--- src/rtl/updown_pkg.sv ---
// Shared boundary-mode encodings for the counting primitives and the lab top-levels.
package updown_pkg;

    typedef logic [1:0] mode_t;

    localparam mode_t MODE_WRAP   = 2'b00;
    localparam mode_t MODE_SAT    = 2'b01;
    localparam mode_t MODE_BOUNCE = 2'b10;
    localparam mode_t MODE_HOLD   = 2'b11;

endpackage

--- src/rtl/updown_counter_param.sv ---
// Parametrised up/down counter with wrap, saturate and bounce end-of-range behaviour,
// synchronous load, count enable and a registered terminal-count pulse.
module updown_counter_param
    import updown_pkg::*;
#(
    parameter int              WIDTH   = 8,
    parameter longint unsigned MAX_VAL = (64'd1 << WIDTH) - 64'd1
) (
    input  logic             clk,
    input  logic             rst_n,
    input  logic             en,
    input  logic             updown,
    input  logic [1:0]       mode,
    input  logic             load,
    input  logic [WIDTH-1:0] load_val,
    output logic [WIDTH-1:0] q,
    output logic             dir,
    output logic             tc,
    output logic             at_max,
    output logic             at_min
);

    localparam logic [WIDTH-1:0] MAX_Q = MAX_VAL[WIDTH-1:0];
    localparam logic [WIDTH-1:0] ONE_Q = WIDTH'(1);

    if ((WIDTH < 2) || (WIDTH > 32) || (MAX_VAL < 64'd1) ||
        (MAX_VAL > ((64'd1 << WIDTH) - 64'd1))) begin : g_param_check
        $fatal(1, "updown_counter_param: illegal WIDTH/MAX_VAL combination");
    end

    logic [WIDTH-1:0] count_q;
    logic [WIDTH-1:0] count_d;
    logic             dir_q;
    logic             dir_d;
    logic             tc_q;
    logic             tc_d;
    logic             step_up_s;
    logic             hit_s;
    logic             at_max_s;
    logic             at_min_s;

    // Values above MAX_VAL are unreachable but are treated as the upper bound.
    assign at_max_s  = (count_q >= MAX_Q);
    assign at_min_s  = (count_q == '0);
    assign step_up_s = (mode == MODE_BOUNCE) ? dir_q : updown;
    assign hit_s     = step_up_s ? at_max_s : at_min_s;

    // Next-state decode: load beats enable; every non-stepping cycle clears tc.
    always_comb begin
        count_d = count_q;
        dir_d   = dir_q;
        tc_d    = 1'b0;
        if (load) begin
            count_d = (load_val > MAX_Q) ? MAX_Q : load_val;
            dir_d   = updown;
        end else if (en) begin
            case (mode)
                MODE_WRAP: begin
                    dir_d = updown;
                    tc_d  = hit_s;
                    if (hit_s) begin
                        count_d = updown ? '0 : MAX_Q;
                    end else begin
                        count_d = updown ? (count_q + ONE_Q) : (count_q - ONE_Q);
                    end
                end
                MODE_SAT: begin
                    dir_d = updown;
                    tc_d  = hit_s;
                    if (hit_s) begin
                        count_d = updown ? MAX_Q : '0;
                    end else begin
                        count_d = updown ? (count_q + ONE_Q) : (count_q - ONE_Q);
                    end
                end
                MODE_BOUNCE: begin
                    tc_d = hit_s;
                    if (hit_s) begin
                        dir_d   = ~dir_q;
                        count_d = dir_q ? (MAX_Q - ONE_Q) : ONE_Q;
                    end else begin
                        count_d = dir_q ? (count_q + ONE_Q) : (count_q - ONE_Q);
                    end
                end
                default: begin
                    count_d = count_q;
                    dir_d   = dir_q;
                end
            endcase
        end else begin
            count_d = count_q;
            dir_d   = dir_q;
        end
    end

    // State register with synchronous active-low reset.
    always_ff @(posedge clk) begin
        if (!rst_n) begin
            count_q <= '0;
            dir_q   <= 1'b1;
            tc_q    <= 1'b0;
        end else begin
            count_q <= count_d;
            dir_q   <= dir_d;
            tc_q    <= tc_d;
        end
    end

    assign q      = count_q;
    assign dir    = dir_q;
    assign tc     = tc_q;
    assign at_max = at_max_s;
    assign at_min = at_min_s;

endmodule

--- config.mk ---
export PLATFORM = sky130hd
export DESIGN_NAME = updown_counter_param
export DESIGN_NICKNAME = d
export VERILOG_FILES = /design/src/rtl/updown_pkg.sv /design/src/rtl/updown_counter_param.sv
export SDC_FILE = /design/constraint.sdc
export NUM_CORES = 1
export LEC_CHECK = 0
export CAP_MARGIN = 20
export CORE_ASPECT_RATIO = 1.1
export CORE_UTILIZATION = 46
export DETAILED_ROUTE_END_ITERATION = 7
export GPL_ROUTABILITY_DRIVEN = 0
export PLACE_DENSITY = 0.85
export REMOVE_ABC_BUFFERS = 1
export SYNTH_ARGS = -nofsm -noshare
export SYNTH_HDL_FRONTEND = slang
export SYNTH_SLANG_ARGS = --single-unit
--- constraint.sdc ---
create_clock -name clk -period 2.2 [get_ports clk]
set_clock_uncertainty 0.15 [all_clocks]
set_input_delay 0.22 -clock clk [delete_from_list [all_inputs] [get_ports clk]]
set_output_delay 0.22 -clock clk [all_outputs]
set_load 0.1 [all_outputs]
==> key figures <==
Timing
  – Final hold viol count: 0
  – Actual slew at the worst max-slew pin: slightly above 0.4 ns
  – Fin crit share: around 99%
  – Fin crit period: between 2 and 2.5 ns
  – Endpoints failing setup: 0
  – Max-slew headroom: 72.67%
  – Min Hold Slack: between 0.2 and 0.3 ns
  – Highest clock rate: around 0.46 GHz
  – Pins Over Slew Limit: 0

Global routing
  – Number of global-route vias before repair: approximately 1600
  – Largest net degree at the start of global routing: 18
  – Total GRT Usage: 34.24%
  – Grt total ovfl: 0
  – First-pass GRT wire length: 7.576 mm
  – Initial antenna violation count: 0

Floorplan
  – Row count: 19
  – # IOs: 27
  – Die Height: 57.11 um
  – Die width: between 50 and 60 um
  – Starting Density: roughly half
  – Core area: about 2600 um^2
  – Die ar.: between 2000 and 3000 um^2

Yosys
  – Yosys top cell by area: dfxtp_1
  – Ys Warns: 0
  – Top FF cell, synth: dfxtp_1
  – Asr flop ratio synth: 0%
  – Sequential area share after synthesis: between 10% and 20%
  – FF+latch count, synth: 10
  – Synth Instances: around 180
  – Post-synth EDFFs: 0
  – Mean post-synth cell area: roughly 7 um^2
  – Mapped Area: about 1300 um^2
  – Synth cell types: 48
  – Synth area leaders: dfxtp_1 (16%), ha_1 (6.9%), nand2_1 (6.8%), nor2_1 (4.7%), o221ai_1 (4.1%)
  – Share of the synthesized area in the top cell type: ~16%

Placement
  – PortBufs: 26
  – DP HPWL: between 3 and 4 mm

Detailed routing
  – Routed Antenna Nets: 0
  – DRT Wirelength: ~5.0 mm
  – TritonRoute pass-1 iters: 5
  – Via count: approximately 1800
  – DR vias/cell: about 6.7
  – Post-DR wirelength/cell: 18.37 um
  – Remaining DRCs: 0
  – DRT iter0 DRCs: between 100 and 150

Clocking
  – CTS root buffer: clkbuf_4
  – Clk buf depth: 2
  – Clk sinks: 10
  – H-tree depth: 1
  – CTS Buf Count: 3
  – Clk pin slew, worst setup/hold paths: about 0.080 ns
  – Hold_buf cts: 0
  – CTS tree: yes
  – Clk_lat worst skew: approximately 0.3 ns

Hold path
  – Cell depth of the worst hold path: 4
  – Path category of the worst min-delay check: input port to flop

Setup path
  – CP peak stage delay: ~0.53 ns
  – R2r worst-path depth: 6
  – CP Data Required Time: ~2.2 ns
  – Worst-path fanout max: 8
  – Setup CP Type: flop to flop
  – Worst-path cell chain: nand4_1, nor3_4, or2_4, nor2_1, o311ai_2, a31oi_1
  – Crit. End Element: flop
  – Worst Path Arrival: 2.21 ns
  – Worst path slowest cell: dfxtp_1
  – Critical path launch point type: flop

Run status
  – Outcome: complete, no violations

Layout
  – Share of layout cells above drive strength 1: approximately 33%
  – Nets: around 260
  – Area grow syn2layout: 53.89%
  – Fin util: 76.12%
  – Diode count: 0
  – Fill count: ~170

Power
  – VDD IR max: 0.4038 mV
  – Total power: 0.001040 W
  – Lkg Pwr: approximately 0.85 nW
  – Power Density: around 530 nW/um^2

Run
  – Max Cap Viol: 0
[per-stage QoR]
step                cells  setup slack (ns)  area, um^2  TNS, ns
floorplan             166            -1.154        1190   -8.829
global placement      262           -0.3276        1789   -2.503
detailed placement    262           -0.4771        1789   -3.506
CTS                   268          0.002320        1876        0
global route          270          -0.04709        1954  -0.1786
finish                270           0.01265        1954        0
[what timing repair did]
item	4_1_cts	5_1_grt
setup buffers	2	2
pin swaps	3	4
resized for setup	9	14
endpoints found under the setup margin	9	8
[layout by cell type, fill, tap and decap left out, drive strengths merged, types with 3 or more instances in the layout]
cell	synthesis	final
nand3	5	5
ha	7	7
a22o	4	4
buf	7	55
xor2	4	4
mux2i	3	3
nor2	17	17
dfxtp	10	10
nor2b	4	4
o21ai	8	8
nor3	7	7
or3	4	4
a21oi	10	10
xnor2	4	4
o211ai	5	5
clkdlybuf4s50	0	12
nand4	3	3
nand2	23	23
o22ai	3	3
a31oi	3	3
o221ai	6	6
clkbuf	9	4
inv	7	7
[power breakdown]
| part | internal, W | switching [W] | total, W |
|---|---|---|---|
| sequential | 0.000198 | 0.0000260 | 0.000224 |
| combinational | 0.000249 | 0.000382 | 0.000631 |
| clock | 0.000101 | 0.0000842 | 0.000185 |
| total | 0.000548 | 0.000492 | 0.00104 |
[cell type report]
cell class / instances / area [um^2] / share of cell area [%]
repair buffers: 69 / 591.8 / 30.28
multi-input cells: 149 / 1060 / 54.23
inverters: 7 / 26.28 / 1.344
clock buffers: 4 / 36.28 / 1.857
flip-flops and latches: 10 / 201.4 / 10.31
well taps: 31 / 38.79 / 1.985
[flip-flops by register name, indices dropped and copies added, names as in the netlist]
name	flops
tc	1
q	8
dir	1
[per-layer routing]
layer | vias to the layer above | part of all wire (%) | global-route usage [%]
met2 | 159 | 46 | 54.95
met3 | 52 | 10 | 6.667
li1 | 788 | - | -
met1 | 799 | 37 | 41.01
met5 | - | 0 | 0
met4 | 0 | 6.8 | 21.62
[Yosys cell counts (2+ instances only)]
master / n
nand2_1: 23
nor2_1: 16
a21oi_1: 10
dfxtp_1: 10
clkbuf_1: 9
o21ai_0: 8
ha_1: 7
inv_1: 7
o221ai_1: 6
nand3_1: 5
nor3_1: 5
o211ai_1: 5
a22o_1: 4
buf_2: 4
nor2b_1: 4
or3_1: 4
xnor2_1: 4
xor2_1: 4
a31oi_1: 3
mux2i_1: 3
nand4_1: 3
o22ai_1: 3
a21o_1: 2
a2bb2oi_1: 2
and2_1: 2
buf_6: 2
nor3_2: 2
nor4_1: 2
nor4b_1: 2
o21bai_1: 2
o31ai_1: 2
[critical path, delay by kind of cell, from the launching register on]
family | cells | cell delay (ns)
flops | 1 | 0.53
compound gates | 2 | 0.43
simple gates | 4 | 0.95
[cells by family (layout without fill, tap and decap cells)]
family          count (synthesis)  count (layout)  synth area share (%)
compound gates                 57              57                 31.82
xor+xnor                        8               8                 5.517
fa+ha+maj                       7               7                 6.896
buf+inv                        23              80                 8.374
flops                          10              10                 15.76
mux                             3               3                 2.365
simple gates                   74              74                 29.26
[path summary, 6_finish.rpt]
| check | start | end | slack (ns) |
|---|---|---|---|
| hold / removal | mode[0] | tc$_SDFF_PP0_ | 0.25 |
| setup reg to reg | q[4]$_SDFFE_PN0P_ | q[6]$_SDFFE_PN0P_ | 0.01 |
| hold reg to reg | q[0]$_SDFFE_PN0P_ | q[0]$_SDFFE_PN0P_ | 0.49 |
| setup / recovery | q[4]$_SDFFE_PN0P_ | q[6]$_SDFFE_PN0P_ | 0.01 |
Power figures use the tool's default switching activity.
